$ cat src/rtl/mips_defs.sv
// Shared encodings for the multi-cycle MIPS control path: opcodes, ALUop codes and
// datapath mux selects. The ALU control unit decodes the same ALUOP_* values.
package mips_defs;

  localparam logic [5:0] OP_R    = 6'b000000;
  localparam logic [5:0] OP_LW   = 6'b100011;
  localparam logic [5:0] OP_SW   = 6'b101011;
  localparam logic [5:0] OP_BEQ  = 6'b000100;
  localparam logic [5:0] OP_ADDI = 6'b001000;
  localparam logic [5:0] OP_J    = 6'b000010;

  localparam logic [1:0] ALUOP_ADD   = 2'b00;
  localparam logic [1:0] ALUOP_SUB   = 2'b01;
  localparam logic [1:0] ALUOP_FUNCT = 2'b10;

  localparam logic [1:0] ALUB_REG  = 2'b00;
  localparam logic [1:0] ALUB_FOUR = 2'b01;
  localparam logic [1:0] ALUB_IMM  = 2'b10;
  localparam logic [1:0] ALUB_BR   = 2'b11;

  localparam logic [1:0] PCSRC_ALU    = 2'b00;
  localparam logic [1:0] PCSRC_ALUOUT = 2'b01;
  localparam logic [1:0] PCSRC_JUMP   = 2'b10;

  function automatic logic is_mem_op(input logic [5:0] op);
    return (op == OP_LW) || (op == OP_SW);
  endfunction

endpackage

$ cat src/rtl/mc_next_state.sv
// Combinational next-state function of the multi-cycle main control FSM.
// mem_ready arrives already gated by the top when the handshake is disabled.
module mc_next_state
  import mips_defs::*;
#(
  parameter int STATE_W = 4,
  parameter logic [STATE_W-1:0] S_FETCH  = 'd0,
  parameter logic [STATE_W-1:0] S_DECODE = 'd1,
  parameter logic [STATE_W-1:0] S_MEMADR = 'd2,
  parameter logic [STATE_W-1:0] S_MEMRD  = 'd3,
  parameter logic [STATE_W-1:0] S_MEMWB  = 'd4,
  parameter logic [STATE_W-1:0] S_MEMWR  = 'd5,
  parameter logic [STATE_W-1:0] S_EXEC   = 'd6,
  parameter logic [STATE_W-1:0] S_ALUWB  = 'd7,
  parameter logic [STATE_W-1:0] S_BRANCH = 'd8,
  parameter logic [STATE_W-1:0] S_ADDIEX = 'd9,
  parameter logic [STATE_W-1:0] S_ADDIWB = 'd10,
  parameter logic [STATE_W-1:0] S_JUMP   = 'd11,
  parameter logic [STATE_W-1:0] S_HALT   = 'd12
) (
  input  logic [STATE_W-1:0] state,
  input  logic [5:0]         op,
  input  logic               mem_ready,
  output logic [STATE_W-1:0] next
);

  always_comb begin
    next = S_FETCH;
    case (state)
      S_FETCH:  next = mem_ready ? S_DECODE : S_FETCH;
      S_DECODE: begin
        if (is_mem_op(op))       next = S_MEMADR;
        else if (op == OP_R)     next = S_EXEC;
        else if (op == OP_BEQ)   next = S_BRANCH;
        else if (op == OP_ADDI)  next = S_ADDIEX;
        else if (op == OP_J)     next = S_JUMP;
        else                     next = S_HALT;
      end
      // op cannot legally change between DECODE and MEMADR; anything else traps.
      S_MEMADR: begin
        if (op == OP_LW)         next = S_MEMRD;
        else if (op == OP_SW)    next = S_MEMWR;
        else                     next = S_HALT;
      end
      S_MEMRD:  next = mem_ready ? S_MEMWB : S_MEMRD;
      S_MEMWB:  next = S_FETCH;
      S_MEMWR:  next = mem_ready ? S_FETCH : S_MEMWR;
      S_EXEC:   next = S_ALUWB;
      S_ALUWB:  next = S_FETCH;
      S_BRANCH: next = S_FETCH;
      S_ADDIEX: next = S_ADDIWB;
      S_ADDIWB: next = S_FETCH;
      S_JUMP:   next = S_FETCH;
      S_HALT:   next = S_HALT;
      default:  next = S_FETCH;
    endcase
  end

endmodule

$ cat src/rtl/multicycle_main_ctrl.sv
// Main control FSM for the multi-cycle MIPS datapath: state register plus Moore output
// decode. Handshake: a memory request (mem_read/mem_write) completes in the cycle mem_ready=1.
module multicycle_main_ctrl
  import mips_defs::*;
#(
  parameter bit MEM_HANDSHAKE = 1'b1,
  parameter int STATE_W       = 4
) (
  input  logic               clk,
  input  logic               rst,
  input  logic [5:0]         op,
  input  logic               zero,
  input  logic               mem_ready,
  output logic               pc_write,
  output logic               pc_write_cond,
  output logic               iord,
  output logic               mem_read,
  output logic               mem_write,
  output logic               ir_write,
  output logic               reg_dst,
  output logic               mem_to_reg,
  output logic               reg_write,
  output logic               alu_src_a,
  output logic [1:0]         alu_src_b,
  output logic [1:0]         alu_op,
  output logic [1:0]         pc_source,
  output logic               halted,
  output logic [STATE_W-1:0] state_o
);

  localparam logic [STATE_W-1:0] S_FETCH  = STATE_W'(0);
  localparam logic [STATE_W-1:0] S_DECODE = STATE_W'(1);
  localparam logic [STATE_W-1:0] S_MEMADR = STATE_W'(2);
  localparam logic [STATE_W-1:0] S_MEMRD  = STATE_W'(3);
  localparam logic [STATE_W-1:0] S_MEMWB  = STATE_W'(4);
  localparam logic [STATE_W-1:0] S_MEMWR  = STATE_W'(5);
  localparam logic [STATE_W-1:0] S_EXEC   = STATE_W'(6);
  localparam logic [STATE_W-1:0] S_ALUWB  = STATE_W'(7);
  localparam logic [STATE_W-1:0] S_BRANCH = STATE_W'(8);
  localparam logic [STATE_W-1:0] S_ADDIEX = STATE_W'(9);
  localparam logic [STATE_W-1:0] S_ADDIWB = STATE_W'(10);
  localparam logic [STATE_W-1:0] S_JUMP   = STATE_W'(11);
  localparam logic [STATE_W-1:0] S_HALT   = STATE_W'(12);

  logic [STATE_W-1:0] state;
  logic [STATE_W-1:0] next;
  logic               rdy;
  logic               unused_zero;

  assign rdy = MEM_HANDSHAKE ? mem_ready : 1'b1;
  // The beq decision is taken in the datapath from zero and pc_write_cond.
  assign unused_zero = zero;

  mc_next_state #(
    .STATE_W  (STATE_W),
    .S_FETCH  (S_FETCH),
    .S_DECODE (S_DECODE),
    .S_MEMADR (S_MEMADR),
    .S_MEMRD  (S_MEMRD),
    .S_MEMWB  (S_MEMWB),
    .S_MEMWR  (S_MEMWR),
    .S_EXEC   (S_EXEC),
    .S_ALUWB  (S_ALUWB),
    .S_BRANCH (S_BRANCH),
    .S_ADDIEX (S_ADDIEX),
    .S_ADDIWB (S_ADDIWB),
    .S_JUMP   (S_JUMP),
    .S_HALT   (S_HALT)
  ) u_next (
    .state     (state),
    .op        (op),
    .mem_ready (rdy),
    .next      (next)
  );

  always_ff @(posedge clk) begin
    if (rst) state <= S_FETCH;
    else     state <= next;
  end

  assign state_o = rst ? S_FETCH : state;

  // rst masks every strobe in the same cycle so an aborted access issues nothing.
  always_comb begin
    pc_write      = 1'b0;
    pc_write_cond = 1'b0;
    iord          = 1'b0;
    mem_read      = 1'b0;
    mem_write     = 1'b0;
    ir_write      = 1'b0;
    reg_dst       = 1'b0;
    mem_to_reg    = 1'b0;
    reg_write     = 1'b0;
    alu_src_a     = 1'b0;
    alu_src_b     = ALUB_REG;
    alu_op        = ALUOP_ADD;
    pc_source     = PCSRC_ALU;
    halted        = 1'b0;
    if (!rst) begin
      case (state)
        S_FETCH: begin
          mem_read  = 1'b1;
          alu_src_b = ALUB_FOUR;
          ir_write  = rdy;
          pc_write  = rdy;
        end
        S_DECODE: alu_src_b = ALUB_BR;
        S_MEMADR: begin
          alu_src_a = 1'b1;
          alu_src_b = ALUB_IMM;
        end
        S_MEMRD: begin
          iord     = 1'b1;
          mem_read = 1'b1;
        end
        S_MEMWB: begin
          reg_write  = 1'b1;
          mem_to_reg = 1'b1;
        end
        S_MEMWR: begin
          iord      = 1'b1;
          mem_write = 1'b1;
        end
        S_EXEC: begin
          alu_src_a = 1'b1;
          alu_op    = ALUOP_FUNCT;
        end
        S_ALUWB: begin
          reg_write = 1'b1;
          reg_dst   = 1'b1;
        end
        S_BRANCH: begin
          alu_src_a     = 1'b1;
          alu_op        = ALUOP_SUB;
          pc_write_cond = 1'b1;
          pc_source     = PCSRC_ALUOUT;
        end
        S_ADDIEX: begin
          alu_src_a = 1'b1;
          alu_src_b = ALUB_IMM;
        end
        S_ADDIWB: reg_write = 1'b1;
        S_JUMP: begin
          pc_write  = 1'b1;
          pc_source = PCSRC_JUMP;
        end
        S_HALT:   halted = 1'b1;
        default: ;
      endcase
    end
  end

endmodule

$ cat config.mk
export PLATFORM = sky130hd
export DESIGN_NAME = multicycle_main_ctrl
export DESIGN_NICKNAME = d
export VERILOG_FILES = /design/src/rtl/mips_defs.sv /design/src/rtl/mc_next_state.sv /design/src/rtl/multicycle_main_ctrl.sv
export SDC_FILE = /design/constraint.sdc
export NUM_CORES = 1
export LEC_CHECK = 0
export BUFFER_PORTS_ARGS = -buffer_cell sky130_fd_sc_hd__buf_2
export CORE_MARGIN = 2
export CORE_UTILIZATION = 44
export CTS_CLUSTER_SIZE = 30
export DETAILED_ROUTE_END_ITERATION = 10
export PLACE_DENSITY = 0.77
export SYNTH_ARGS = -nofsm -noshare
export SYNTH_HDL_FRONTEND = slang
export SYNTH_SLANG_ARGS = --single-unit
$ cat constraint.sdc
create_clock -name clk -period 1.9 [get_ports clk]
set_input_delay 0.19 -clock clk [delete_from_list [all_inputs] [get_ports clk]]
set_output_delay 0.19 -clock clk [all_outputs]
set_load 0.005 [all_outputs]
==> results of run 1 <==
## how the worst max path moves through the flow
stage,start,end,slack [ns],cells after the start
detailed placement,state[2],state[2],0.29,4
global placement,state[2],state[2],0.32,4
global route,state[1],reg_write,0.06,5
CTS,state[0],pc_write,0.06,6
floorplan,state[0],pc_write,0.50,4
finish,state[1],reg_write,0.17,5
## per-layer routing
| metal | GRT usage (%) | up-vias |
|---|---|---|
| met2 | 36.9 | 16 |
| met4 | 3.87 | 0 |
| met3 | 3.02 | 0 |
| met5 | 0 | - |
| met1 | 22.4 | 350 |
| li1 | - | 399 |
## worst min-delay path, delay by kind of cell
| family | cells | cell delay (ns) |
|---|---|---|
| compound gates | 1 | 0.08 |
| simple gates | 2 | 0.13 |
| buf+inv | 1 | 0.13 |
## cell type report
cell class                 count  area share [%]
clock buffer                   3            2.81
inverter                       3            1.40
multi-input combinational     78            61.3
sequential                     4            10.3
tap                           15            2.34
timing repair buffer          33            21.8
## power groups by stage
stage | clock network, µW | logic (µW) | registers [µW]
floorplan | 0 | 145 | 97.5
global placement | 0 | 178 | 119
detailed placement | 0 | 182 | 119
CTS | 105 | 184 | 118
global route | 113 | 202 | 122
finish | 103 | 183 | 120
## cell families after synthesis
family	count (synthesis)
flip-flops	4
AND/OR/NAND/NOR	52
buffers and inverters	14
AO/OA/AOI/OAI	22
XOR/XNOR	3
multiplexers	1
## layout by cell type, fill, tap and decap left out, types with 2 or more instances in the layout
cell      synthesis  layout
a211oi_1          2       2
a21oi_1           4       4
a31oi_1           5       5
and3_1            2       2
buf_2             3      29
buf_4             2       4
clkbuf_4          0       3
dfxtp_1           4       2
dfxtp_2           0       2
inv_1             3       3
nand2_1           4       4
nand2b_1          6       6
nand3_1           2       2
nor2_1           14      14
nor2b_1           5       5
nor3_1            7       7
nor4_1            5       5
o211ai_1          3       3
xor2_1            3       3
## per-stage QoR
step | std cells | hold WS, ns | setup WS (ns) | cell area [µm²]
2_1_floorplan | 96 | 0.383 | 0.500 | 636
3_3_place_gp | 133 | 0.586 | 0.320 | 777
3_5_place_dp | 133 | 0.597 | 0.293 | 777
4_1_cts | 136 | 0.351 | 0.0643 | 800
5_1_grt | 136 | 0.371 | 0.0585 | 802
6_report | 136 | 0.352 | 0.169 | 802
## repair_timing
action | CTS | global route
endpoints found under the setup margin | 0 | 3
buffers inserted | 0 | 0
resized for setup | 0 | 2
==> results.json, run 1 <==
{
  "p_sw_share_pct": 38.2,
  "hold_start": "op[4]",
  "antenna_found_initial": 0,
  "rsz0062_at_grt": "false",
  "ys_seq_elements": 4,
  "p_leak_uw": 0.000390,
  "p_per_area_nw_per_um2": 506,
  "first_global_vias": 679,
  "crit_path_max_fanout": 11,
  "n_antenna_cell": 0,
  "area_growth_pct": 26.2,
  "cp_num_buf_inv": 2,
  "drt_iter0_drc": 12,
  "yosys_warnings": 0,
  "root_buffer": "clkbuf_4",
  "num_rows": 13,
  "fmax_mhz": 578,
  "hold_path.class": "in -> reg",
  "vias": 765,
  "seqCellArea_um2": 82.6,
  "wl_per_cell_um": 12.3,
  "cts_inserted_buffers": 3,
  "met2_length_um": 827,
  "synth_edf_count": 0,
  "syn_avg_cell_area_um2": 6.62,
  "grt_usage_pct": 19.4,
  "finalHoldViolCount": 0,
  "place_hpwl_mm": 1.30,
  "dieArea_um2": 1760,
  "cts.htree.levels": 1,
  "clk_latency_ns": 0.23,
  "wl_met3_um": 65,
  "internal_power_uw": 251,
  "p_clk_share_pct": 25.4,
  "grt_max_degree": 18,
  "drcViolationCount": 0,
  "worstMarginPinSlew_ns": 0.376,
  "p_switching_uw": 155,
  "cts.clk_slew.worst_paths_ns": 0.04,
  "top_layer": "met3",
  "p_seq_share_pct": 29.5,
  "wl_met1_um": 780,
  "synth.most_common_cell": "nor2_1",
  "timing.rr.end": "state[3]",
  "cts_buffer_depth": 2,
  "synth-compound-area-share_pct": 24.8,
  "worstPathArrival_ns": 1.54,
  "setup_tns_ns": 0,
  "fin_crit_ns": 1.73,
  "setup_viol": 0,
  "combPwrFrac_pct": 45.1,
  "total_power_uw": 406,
  "drv_slew": 0,
  "num_io_pins": 31,
  "top_register": "state",
  "min_path_cells": 4,
  "r2r-start": "state[1]",
  "first_pass_iters": 4,
  "synth_common_cells": "14 x nor2_1, 7 x nor3_1, 6 x nand2b_1",
  "synth_async_sr_flop_share_pct": 0,
  "multiInputGateArea_um2": 492,
  "reg_top3": "state (4)",
  "path_delay_family": "flip-flops",
  "synth-adder-area-share_pct": 0,
  "required_ns": 1.71,
  "gp_congestion": 0.893,
  "nets": 133,
  "core_um2": 1320,
  "setup.worst_path.start_class": "register",
  "ir_worst_vdd_mv": 0.420,
  "netlist_area_um2": 636,
  "cts_tree": "done",
  "ant_nets": 0,
  "status": "completed",
  "period_share_pct": 91.1,
  "synth_xor_area_share_pct": 4.13,
  "synth-simple-area-share_pct": 46.9,
  "netlist_top_cells_area": "dfxtp_1 13%, nor2_1 8.3%, nand2b_1 5.9%, nor3_1 5.5%, a31oi_1 4.9%",
  "seq_area_frac_synth_pct": 12.6,
  "fin_util_pct": 60.9,
  "wirelength_mm": 1.67,
  "start_util_pct": 48.2,
  "synth_top_family_by_area": "simple AND/OR/NAND/NOR gates",
  "max_cap_violations": 0,
  "crit_path_top_delay_cell": "dfxtp_1",
  "io_buffers": 29,
  "ff2ff_path_depth": 4,
  "largest_reg_flops": 4,
  "slew_headroom_pct": 74.8,
  "grt-ovfl-total": 0,
  "crit_path_end_kind": "output pin",
  "synthCells": 96,
  "crit_chain": "nand2b_1, buf_4, o22a_1, nor2_1, buf_2",
  "die_x_um": 42.0,
  "clock-sinks": 4,
  "vias_per_cell": 5.63,
  "fp.dieH_um": 42.0,
  "path_class": "reg -> out",
  "reg2reg_slack_ns": 0.36,
  "min_to": "state[0]",
  "synth_top_area_share_pct": 12.6,
  "synthMuxAreaShare_pct": 1.57,
  "yosysUniqueCellTypes": 35,
  "synthFlopType": "dfxtp_1",
  "fillers": 127,
  "hold_buffers": 0,
  "finClkSkew_ns": 0.000552,
  "max_stage_delay_ns": 0.51,
  "syn-num-nets": 106,
  "grt_pass1_wl_mm": 2.76,
  "yosys.area.top_type": "dfxtp_1",
  "final_layout_size_suffix_gt1_share_pct": 36.4
}
No activity file was read; power rests on OpenSTA's default activity.
==> run 2: changes to the inputs <==
Settings changed: ABC_AREA set to 1, CORE_UTILIZATION 44 to 43.
==> results.json, run 2 <==
{
  "io_buffers": 29,
  "final_common_cell": "nor2_1",
  "first_pass_iters": 4,
  "dieArea_um2": 1650,
  "vias": 761,
  "setup_viol": 0,
  "required_ns": 1.71,
  "fillers": 136,
  "rsz0062_at_grt": "false",
  "first_global_vias": 574,
  "syn-num-nets": 123,
  "cts_inserted_buffers": 3,
  "crit_path_max_fanout": 5,
  "antenna_found_initial": 0,
  "multiInputGateArea_um2": 409,
  "path_delay_family": "flip-flops",
  "netlist_top_cells_area": "nor2_1 20%, nand2_1 14%, dfxtp_1 14%, nand3_1 12%, inv_1 9.1%",
  "max_cap_violations": 0,
  "cts_buffer_depth": 2,
  "synth_async_sr_flop_share_pct": 0,
  "cts.clk_slew.worst_paths_ns": 0.04,
  "grt_pass1_wl_mm": 2.30,
  "place_hpwl_mm": 1.22,
  "grt_max_degree": 25,
  "period_share_pct": 88.1,
  "grt_usage_pct": 21.1,
  "reg_top3": "state (4)",
  "synthCells": 113,
  "slew_headroom_pct": 74.9,
  "nets": 153,
  "top_register": "state",
  "seqCellArea_um2": 80.1,
  "start_util_pct": 45.4,
  "worstMarginPinSlew_ns": 0.377,
  "drt_iter0_drc": 7,
  "hold_path.class": "in -> reg",
  "yosysUniqueCellTypes": 18,
  "finClkSkew_ns": 0.00428,
  "fin_crit_ns": 1.67,
  "vias_per_cell": 4.88,
  "ys_seq_elements": 4,
  "num_rows": 13,
  "path_class": "reg -> out",
  "p_leak_uw": 0.000450,
  "synth_edf_count": 0,
  "status": "completed",
  "crit_path_end_kind": "output pin",
  "worstPathArrival_ns": 1.48,
  "drcViolationCount": 0,
  "wirelength_mm": 1.51,
  "area_growth_pct": 28.5,
  "cp_num_buf_inv": 3,
  "mostFrequentLayoutCells": "31 x nor2_1, 29 x buf_2, 22 x nand2_1",
  "max_stage_delay_ns": 0.49,
  "wl_per_cell_um": 9.68,
  "final_area_um2": 739,
  "synth.most_common_cell": "nor2_1",
  "ant_nets": 0,
  "cts.htree.levels": 1,
  "fp.dieH_um": 40.6,
  "synth_common_cells": "31 x nor2_1, 22 x nand2_1, 14 x inv_1, 14 x nand3_1, 6 x a21oi_1",
  "synthFlopType": "dfxtp_1",
  "finalHoldViolCount": 0,
  "netlist_area_um2": 576,
  "grt-ovfl-total": 0,
  "synth_top_area_share_pct": 20.2,
  "n_antenna_cell": 0,
  "ir_worst_vdd_mv": 0.208,
  "crit_path_top_delay_cell": "dfxtp_1",
  "syn_avg_cell_area_um2": 5.09,
  "p_per_area_nw_per_um2": 447,
  "fmax_mhz": 598,
  "clk_latency_ns": 0.23,
  "final_layout_size_suffix_gt1_share_pct": 30.5,
  "placed_area_um2": 717,
  "gp_congestion": 0.802,
  "yosys.area.top_type": "nor2_1",
  "yosys_warnings": 0,
  "setup_tns_ns": 0,
  "root_buffer": "clkbuf_4",
  "cts-resized-gates": 0,
  "seq_area_frac_synth_pct": 13.9,
  "post_cts_buffers": 0,
  "num_io_pins": 31,
  "drv_slew": 0,
  "cts_tree": "done",
  "core_um2": 1270,
  "die_x_um": 40.6,
  "crit_chain": "inv_2, nor2_2, inv_1, nor4_1, buf_2",
  "largest_reg_flops": 4,
  "clock-sinks": 4,
  "hold_buffers": 0,
  "setup.worst_path.start_class": "register"
}
run 2: cell types whose count changed after synthesis, sizes merged, moves of 3 or more:
cell,before,now
nor4,5,2
a31oi,5,1
nor2,14,37
o211ai,3,0
nand3,2,14
nand2b,6,0
buf,7,2
nor3,7,1
inv,3,17
xor2,3,0
nor2b,5,0
nand2,4,23
run 2: kinds of logic (layout without fill, tap and decap cells):
kind of cell           Yosys count  in the layout  share of synthesized area, %
buffers and inverters           21             49                          15.0
and+or+nand+nor                 77             77                          60.0
DFF                              4              4                          13.9
AOI/OAI and AO/OA               11             11                          11.1
run 2: worst paths after layout:
| check | from | slack (ns) | to | cells after the start |
|---|---|---|---|---|
| worst min-delay path | rst | 0.35 | state[2] | 2 |
| worst max-delay path | state[3] | 0.23 | pc_source[0] | 5 |
| worst min register to register | state[0] | 0.79 | state[3] | 4 |
| worst max register to register | state[1] | 0.60 | state[2] | 8 |
run 2: worst register-to-register path, delay by kind of cell (launching register included):
family | cells | cell delay [ns]
DFF | 1 | 0.47
and+or+nand+nor | 5 | 0.47
buffers and inverters | 2 | 0.20
AOI/OAI and AO/OA | 1 | 0.10
run 2: stage by stage:
stage | total power (µW) | cells | util [%] | setup WS (ns) | hold WS, ns
6_report | 331 | 156 | 58.3 | 0.227 | 0.352
2_1_floorplan | 185 | 113 | - | 0.516 | 0.325
3_3_place_gp | 224 | 153 | 56.5 | 0.515 | 0.582
4_1_cts | 332 | 156 | 58.3 | 0.236 | 0.347
5_1_grt | 361 | 156 | 58.3 | 0.116 | 0.368
3_5_place_dp | 227 | 153 | 56.5 | 0.487 | 0.583
run 2: power breakdown:
| group | leakage [µW] | total, µW | internal, µW | switching, µW |
|---|---|---|---|---|
| logic | 0.000404 | 125 | 46.9 | 77.6 |
| registers | 0.0000327 | 103 | 90.4 | 12.4 |
| clock network | 0.0000138 | 103 | 70.5 | 32.8 |
run 2: layout make-up:
class | instances | area share [%]
Multi-Input combinational cell | 88 | 55.3
Timing Repair Buffer | 29 | 19.6
Sequential cell | 4 | 10.8
Inverter | 17 | 8.63
Clock buffer | 3 | 3.05
Tap cell | 15 | 2.54
run 2: layer usage:
metal	wire length [µm]	part of all wire, %	vias up	track usage [%]
met2	749	50	26	36.5
met3	69	4.6	4	3.33
met1	665	44	320	24.8
met5	0	0	-	0
met4	25	1.7	0	10.0
li1	-	-	411	-
==> run 3: changes to the inputs <==
Settings changed: CORE_MARGIN 2 to 4, REMOVE_ABC_BUFFERS set to 1.
==> results.json, run 3 (synthesized netlist as in run 2, its figures left out) <==
{
  "status": "completed",
  "path_class": "reg -> out",
  "fp.dieH_um": 44.6,
  "cts.htree.levels": 1,
  "crit_path_end_kind": "output pin",
  "first_global_vias": 616,
  "cts.clk_slew.worst_paths_ns": 0.04,
  "max_cap_violations": 0,
  "wl_per_cell_um": 9.29,
  "required_ns": 1.71,
  "grt-ovfl-total": 0,
  "fmax_mhz": 607,
  "vias_per_cell": 4.76,
  "drt_iter0_drc": 13,
  "slew_headroom_pct": 75.4,
  "finalNonFillerCells": 155,
  "io_buffers": 29,
  "finalHoldViolCount": 0,
  "post_cts_buffers": 0,
  "dieArea_um2": 1990,
  "fin_crit_ns": 1.65,
  "antenna_found_initial": 0,
  "grt_pass1_wl_mm": 2.39,
  "num_io_pins": 31,
  "reg_top3": "state (4)",
  "nets": 153,
  "area_growth_pct": 28.3,
  "ir_worst_vdd_mv": 0.256,
  "p_per_area_nw_per_um2": 450,
  "die_x_um": 44.6,
  "setup_tns_ns": 0,
  "cts_inserted_buffers": 3,
  "grt_max_degree": 25,
  "ant_nets": 0,
  "top_register": "state",
  "setup_ws_ns": 0.252,
  "num_rows": 12,
  "rsz0062_at_grt": "false",
  "gp_congestion": 0.876,
  "cts_tree": "done",
  "period_share_pct": 86.8,
  "clock-sinks": 4,
  "p_leak_uw": 0.000450,
  "start_util_pct": 48.5,
  "cts_buffer_depth": 2,
  "clk_latency_ns": 0.23,
  "hold_path.class": "in -> reg",
  "root_buffer": "clkbuf_4",
  "finClkSkew_ns": 0.000954,
  "crit_path_max_fanout": 5,
  "drcViolationCount": 0,
  "holdWs_ns": 0.347,
  "setup.worst_path.start_class": "register",
  "worstPathArrival_ns": 1.46,
  "wirelength_mm": 1.44,
  "first_pass_iters": 4,
  "place_hpwl_mm": 1.19,
  "core_um2": 1190,
  "worstMarginPinSlew_ns": 0.369,
  "final_layout_size_suffix_gt1_share_pct": 30.5,
  "largest_reg_flops": 4,
  "drv_slew": 0,
  "final_common_cell": "nor2_1",
  "place_ws_ns": 0.500,
  "vias": 738,
  "dp_cells": 152,
  "setup_viol": 0,
  "hold_buffers": 0,
  "cts-resized-gates": 0,
  "n_antenna_cell": 0,
  "mostFrequentLayoutCells": "31 x nor2_1, 29 x buf_2, 22 x nand2_1",
  "grt_usage_pct": 15.2
}
-- run 3: final timing paths --
check	startpoint	end	slack [ns]	depth (start not counted)
worst max-delay path	state[3]	pc_source[0]	0.25	5
worst min-delay path	rst	state[0]	0.35	2
worst max register to register	state[1]	state[2]	0.59	8
worst min register to register	state[0]	state[3]	0.78	4
-- run 3: power breakdown --
| part | internal, µW | switching, µW |
|---|---|---|
| clock | 70.7 | 35.1 |
| combinational | 46.9 | 77.1 |
| sequential | 90.3 | 12.2 |
| total | 208 | 124 |
-- run 3: per-stage QoR --
stage | util (%) | total power [µW] | area (µm²)
2_1_floorplan | - | 178 | 553
3_3_place_gp | 60.3 | 225 | 716
3_5_place_dp | 60.3 | 227 | 716
4_1_cts | 62.2 | 333 | 738
5_1_grt | 62.2 | 360 | 738
6_report | 62.2 | 332 | 738
-- run 3: final cells by class --
type	count	area, µm²
Clock buffer	3	22.5
Multi-Input combinational cell	88	409
Fill cell	139	448
Inverter	17	63.8
Tap cell	14	17.5
Sequential cell	4	80.1
Timing Repair Buffer	29	145
-- run 3: worst max-delay path: stages (launching register included) --
cell,delay [ns]
dfxtp_1,0.50
inv_2,0.07
nor2_2,0.14
inv_1,0.12
nor4_1,0.23
buf_2,0.18
-- run 3: routing by layer --
metal / vias to the layer above / global-route usage (%) / wire, µm / share of wire, %
li1: 411 / - / - / -
met1: 305 / 18.4 / 648 / 45
met2: 22 / 27.5 / 682 / 47
met3: 0 / 1.22 / 109 / 7.6
met4: 0 / 5.42 / 0 / 0
met5: - / 0 / 0 / 0
